File: config.mk
export PLATFORM = sky130hd
export DESIGN_NAME = eq_run_counter
export DESIGN_NICKNAME = d
export VERILOG_FILES = /design/src/rtl/eq_run_pkg.sv /design/src/rtl/eq_run_counter_sat_cnt.sv /design/src/rtl/eq_run_counter.sv
export SDC_FILE = /design/constraint.sdc
export NUM_CORES = 1
export LEC_CHECK = 0
export CAP_MARGIN = 15
export CELL_PAD_IN_SITES_DETAIL_PLACEMENT = 1
export CELL_PAD_IN_SITES_GLOBAL_PLACEMENT = 1
export CORE_ASPECT_RATIO = 1.1
export CORE_MARGIN = 2
export CORE_UTILIZATION = 41
export DETAILED_ROUTE_END_ITERATION = 8
export HOLD_SLACK_MARGIN = 0.12
export PLACE_DENSITY = 0.9
export RECOVER_POWER = 50
export SLEW_MARGIN = 20
export SYNTH_ARGS = -nofsm -noshare
export SYNTH_HDL_FRONTEND = slang
export SYNTH_SLANG_ARGS = --single-unit
File: constraint.sdc
create_clock -name clk_i -period 4.1 [get_ports clk_i]
set_input_delay 1.23 -clock clk_i [delete_from_list [all_inputs] [get_ports clk_i]]
set_output_delay 1.23 -clock clk_i [all_outputs]
set_load 0.02 [all_outputs]
File: src/rtl/eq_run_pkg.sv
// Shared types for the equal-sample run counter: FSM states and the
// per-sample event-selection mode.
package eq_run_pkg;

    typedef enum logic {
        EMPTY = 1'b0,
        TRACK = 1'b1
    } state_e;

    typedef enum logic {
        MODE_EQ  = 1'b0,
        MODE_CHG = 1'b1
    } mode_e;

endpackage

File: src/rtl/eq_run_counter_sat_cnt.sv
// Saturating up-counter with synchronous clear and load-to-one.
// Priority is clr, then load1, then inc. The count never wraps.
module sat_cnt #(
    parameter int W = 8
) (
    input  logic         clk,
    input  logic         rst_n,
    input  logic         clr,
    input  logic         load1,
    input  logic         inc,
    output logic [W-1:0] value
);

    localparam logic [W-1:0] MAX = '1;
    localparam logic [W-1:0] ONE = W'(1);

    always_ff @(posedge clk or negedge rst_n) begin
        if (!rst_n) begin
            value <= '0;
        end else if (clr) begin
            value <= '0;
        end else if (load1) begin
            value <= ONE;
        end else if (inc && (value != MAX)) begin
            value <= value + ONE;
        end
    end

endmodule

File: src/rtl/eq_run_counter.sv
// Run/event statistics over a stream of samples: counts equal or changed
// samples, tracks the current and longest run, and pulses on a run threshold.
module eq_run_counter
    import eq_run_pkg::*;
#(
    parameter int WIDTH  = 4,
    parameter int CNT_W  = 8,
    parameter int THRESH = 4
) (
    input  logic             clk_i,
    input  logic             rst_ni,
    input  logic             clr_i,
    input  logic             valid_i,
    input  logic [WIDTH-1:0] data_i,
    input  logic             mode_i,
    output logic [CNT_W-1:0] event_cnt,
    output logic [CNT_W-1:0] run_len,
    output logic [CNT_W-1:0] max_run,
    output logic             run_hit_o
);

    localparam logic [CNT_W-1:0] CNT_MAX = '1;
    localparam logic [CNT_W-1:0] ONE     = CNT_W'(1);
    localparam logic [CNT_W-1:0] THR     = CNT_W'(THRESH);

    state_e           state;
    state_e           state_next;
    logic [WIDTH-1:0] prev;
    logic             eq;
    logic             evt;
    logic             evt_inc;
    logic             run_load1;
    logic             run_inc;
    logic [CNT_W-1:0] run_next;

    assign eq  = (data_i == prev);
    assign evt = (mode_e'(mode_i) == MODE_CHG) ? !eq : eq;

    always_ff @(posedge clk_i or negedge rst_ni) begin
        if (!rst_ni) begin
            state <= EMPTY;
        end else if (clr_i) begin
            state <= EMPTY;
        end else begin
            state <= state_next;
        end
    end

    // The first sample after reset/clear only seeds prev; comparisons start in TRACK.
    always_comb begin
        state_next = state;
        evt_inc    = 1'b0;
        run_load1  = 1'b0;
        run_inc    = 1'b0;
        run_next   = run_len;
        case (state)
            EMPTY: begin
                if (valid_i) begin
                    run_load1  = 1'b1;
                    run_next   = ONE;
                    state_next = TRACK;
                end
            end
            TRACK: begin
                if (valid_i) begin
                    evt_inc = evt;
                    if (eq) begin
                        run_inc  = 1'b1;
                        run_next = (run_len == CNT_MAX) ? run_len : run_len + ONE;
                    end else begin
                        run_load1 = 1'b1;
                        run_next  = ONE;
                    end
                end
            end
            default: state_next = EMPTY;
        endcase
    end

    sat_cnt #(.W(CNT_W)) u_event_cnt (
        .clk   (clk_i),
        .rst_n (rst_ni),
        .clr   (clr_i),
        .load1 (1'b0),
        .inc   (evt_inc),
        .value (event_cnt)
    );

    sat_cnt #(.W(CNT_W)) u_run_len (
        .clk   (clk_i),
        .rst_n (rst_ni),
        .clr   (clr_i),
        .load1 (run_load1),
        .inc   (run_inc),
        .value (run_len)
    );

    // Hit requires run_len to move onto THRESH, so a run saturated at THRESH fires once.
    always_ff @(posedge clk_i or negedge rst_ni) begin
        if (!rst_ni) begin
            prev      <= '0;
            max_run   <= '0;
            run_hit_o <= 1'b0;
        end else if (clr_i) begin
            prev      <= '0;
            max_run   <= '0;
            run_hit_o <= 1'b0;
        end else begin
            run_hit_o <= 1'b0;
            if (valid_i) begin
                prev      <= data_i;
                run_hit_o <= (run_next == THR) && (run_len != THR);
                if (run_next > max_run) begin
                    max_run <= run_next;
                end
            end
        end
    end

endmodule

==> implementation parameters <==
Parameter                              Value

Synthesis
  Post-Synthesis Net Count ... 215
  Netlist Area Pre-Place ... 0.00199 mm2
  Gate count after technology mapping ... 197
  Largest area contributor in the synthesized netlist ... sky130_fd_sc_hd__dfrtp_1
  Most frequent cells after synthesis ... 30 x sky130_fd_sc_hd__dfrtp_1, 24 x sky130_fd_sc_hd__nor2_1, 13 x sky130_fd_sc_hd__a21oi_1, 13 x sky130_fd_sc_hd__nand2_1, 12 x sky130_fd_sc_hd__inv_1
  Library cells used by synthesis ... 49
  Average cell area after synthesis ... 10.1 um2
  Flip-flop and latch count after synthesis ... 30
  Most numerous cell in the Yosys netlist ... sky130_fd_sc_hd__dfrtp_1
  Share of the synthesized area in the top cell type ... a little under two fifths
  Top area cells in the synthesized netlist ... sky130_fd_sc_hd__dfrtp_1 38%, sky130_fd_sc_hd__ha_1 5.7%, sky130_fd_sc_hd__nor2_1 4.5%, sky130_fd_sc_hd__a21oi_1 3.3%, sky130_fd_sc_hd__xor2_1 3.1%
  Commonest register cell after synthesis ... sky130_fd_sc_hd__dfrtp_1
  Count of flip-flops with a built-in enable after synthesis ... 0
  Sequential fraction of the synthesis area ... a little under two fifths
  Async set-or-reset flop fraction in the synthesized netlist ... 100%
  Synth warn ... 0

Final layout
  Register cell area after layout ... 751 um2
  Number of fill cells in the layout ... 530
  Diode insertion count for antenna repair ... 0
  Post-route cell area ... 0.00265 mm2
  Post-layout util ... 57.0%
  Area grow syn2layout ... 33.3%
  Share of post-route cells with drive strength above 1 ... a little under a quarter
  Total area of multi-input combinational cells ... 0.00117 mm2
  Final Net Count ... 273
  Post-Layout Cell Count ... 312

Place
  Final estimated routing congestion in global placement ... 0.873
  Pre-CTS setup slack ... -0.627 ns
  Placed instance area ... 0.00248 mm2
  Cell total after placement ... approximately 300
  DPL Wire Length ... 4.37 mm
  Number of buffer cells added on primary ports ... 33

Setup path
  CP Data Required Time ... about 4.3 ns
  Setup Crit Path Kind ... input port to register
  Worst-path fanout max ... 5
  Arrival time at the worst endpoint ... 4.21 ns
  Startpoint kind of the worst setup timing path ... input port
  Setup crit end kind ... register

Pwr
  Power per Cell Area ... 250 mW/mm2
  Leakage power ... approximately 1.1 nW
  Overall Power ... 0.663 mW
  IR Drop Worst-Case VDD ... 182 uV

STA
  Headroom to the max-slew limit ... -12.6%
  Max Slew Vio Count ... 31
  Final setup viols ... 0
  Min cycle time layout ... 4.04 ns
  Transition time of the tightest slew-check pin ... 1.69 ns
  Final-layout worst hold slack ... 0.564 ns
  Post-route clock period utilization ... 98.5%
  Setup ws final ... around 0.06 ns
  Setup clock skew after layout ... 0.00816 ns
  Final count of hold timing violations ... 0
  Peak Freq ... 0.248 GHz
  Post-Route Setup TNS ... 0 ns

GRT
  Number of global-route vias before repair ... between 2000 and 2500
  Met1 layer usage reported by global route ... 26.4%
  Overall global routing resource usage ... 23.3%
  GR met2 Demand/Resource ... 42.6%
  Busiest layer in global routing ... met2
  GRT overflow ... 0
  Pin count of the biggest net entering global routing ... 31
  Met3 track demand over resource ... 4.47%
  Antenna violations before repair ... 0
  Global-route wire length before repair ... 9.97 mm

Clock tree
  CTS tree ... done
  Worst-case clock buffer depth ... 2
  Clock slew at reported path FFs ... 0.07 ns
  TritonCTS buffer count ... 5
  CTS Sinks ... 30
  Hold buffers post-CTS ... 0
  Skew-Pair Late Insertion Delay ... 0.29 ns
  # H-tree levels ... 2
  Clk Tree Root Cell ... sky130_fd_sc_hd__clkbuf_8

Floorplan
  Die extent in x ... 70.4 um
  Placeable core region ... 0.00465 mm2
  Starting utilization of the core area ... between 40% and 50%
  Number of ports placed on the die boundary ... 34
  Std-Cell Rows ... 26
  Die Footprint ... 0.00543 mm2
  Die span in y ... 77.1 um

Route
  Initial DRT Pass Iterations ... 4
  Initial detailed-routing violation count ... a little under 70
  Antenna-violating nets left ... 0
  Total via count after detailed routing ... 1781
  Final wirelength ... 6.23 mm
  Total DRC errors in the routed layout ... 0
  Average wire per standard cell ... about 20 um
  Via-to-Cell Ratio ... 5.71

Hold path
  Hold crit path type ... register to register

Flow run
  Number of max-cap violations ... 1

Outcome
  Violations in the final reports ... max-capacitance violations, max-slew violations
  Run status ... finished, violations left
## critical path: stages
cell                              delay (ns)
sky130_fd_sc_hd__clkdlybuf4s50_1        0.47
sky130_fd_sc_hd__xor2_1                 0.20
sky130_fd_sc_hd__nor4_4                 0.34
sky130_fd_sc_hd__and2_4                 0.23
sky130_fd_sc_hd__a21oi_1                0.09
sky130_fd_sc_hd__nor2_1                 0.15
sky130_fd_sc_hd__ha_1                   0.30
sky130_fd_sc_hd__a21oi_4                0.21
sky130_fd_sc_hd__o21ai_2                0.11
sky130_fd_sc_hd__a31oi_4                0.24
sky130_fd_sc_hd__o211ai_4               0.14
sky130_fd_sc_hd__o211a_4                0.18
sky130_fd_sc_hd__mux2_1                 0.32
## cells by family after synthesis
family | synth area share [%]
AO/OA/AOI/OAI | 18.6
AND/OR/NAND/NOR | 19.9
adder cells (fa/ha/maj) | 5.66
buffers and inverters | 6.35
flip-flops | 37.7
XOR/XNOR | 5.72
multiplexers | 6.10
## what timing repair did
| action | CTS | global route |
|---|---|---|
| resized for setup | 6 | 8 |
| setup buffers | 1 | 2 |
| pin swaps | 1 | 9 |
| setup endpoints to repair | 8 | 8 |
## flip-flops by register name (all words and copies together), names as in the netlist
register	count
prev	4
u_event_cnt.value	8
run_hit_o	1
max_run	8
u_run_len.value	8
state	1
## per-layer routing
metal | routed length, um | part of all wire (%)
met4 | 115 | 1.8
met5 | 0 | 0
met3 | 253 | 4.1
met1 | 2530 | 41
met2 | 3330 | 54
## path summary, 6_finish.rpt
path	from	to	slack, ns	cells past startpoint
worst max-delay path	data_i[2]	max_run[3]	0.06	13
worst min-delay path	prev[1]	prev[1]	0.56	2
worst min register to register	prev[1]	prev[1]	0.56	2
max in group asynchronous	rst_ni	max_run[2]	1.21	2
worst max register to register	u_run_len.value[1]	max_run[3]	1.00	15
min in group asynchronous	rst_ni	max_run[3]	1.92	2
## layout by cell type, fill, tap and decap left out, drive strengths merged
cell | Yosys | layout
a211oi | 1 | 1
a21oi | 14 | 14
a22oi | 1 | 1
a311oi | 1 | 1
a31oi | 6 | 6
and2 | 3 | 3
and2b | 4 | 4
and3 | 1 | 1
buf | 1 | 22
bufinv | 1 | 1
clkbuf | 5 | 9
clkdlybuf4s50 | 0 | 24
clkinv | 0 | 1
dfrtp | 30 | 30
dlygate4sd3 | 0 | 9
ha | 9 | 9
inv | 12 | 12
mux2 | 5 | 5
mux2i | 5 | 5
nand2 | 13 | 13
nand3 | 8 | 8
nand4 | 6 | 6
nor2 | 24 | 24
nor2b | 1 | 1
nor3 | 6 | 6
nor4 | 2 | 2
nor4b | 1 | 1
nor4bb | 1 | 1
o2111ai | 6 | 6
o211a | 1 | 1
o211ai | 3 | 3
o21a | 2 | 2
o21ai | 6 | 6
o31ai | 3 | 3
or3 | 2 | 2
xnor2 | 6 | 6
xor2 | 7 | 7
## cell type report
cell class / count / share of cell area (%)
well taps: 56 / 2.64
multi-input cells: 148 / 44.3
flip-flops and latches: 30 / 28.3
repair buffers: 57 / 19.0
clock buffers: 7 / 3.26
clock inverters: 1 / 0.189
inverters: 13 / 2.36
## power by group
| part | total [mW] | leakage (nW) | switching (mW) | internal, mW |
|---|---|---|---|---|
| registers | 0.309 | 0.413 | 0.00706 | 0.301 |
| logic | 0.105 | 0.677 | 0.0580 | 0.0468 |
| clock network | 0.250 | 0.0482 | 0.114 | 0.135 |
Power figures use the tool's default switching activity.
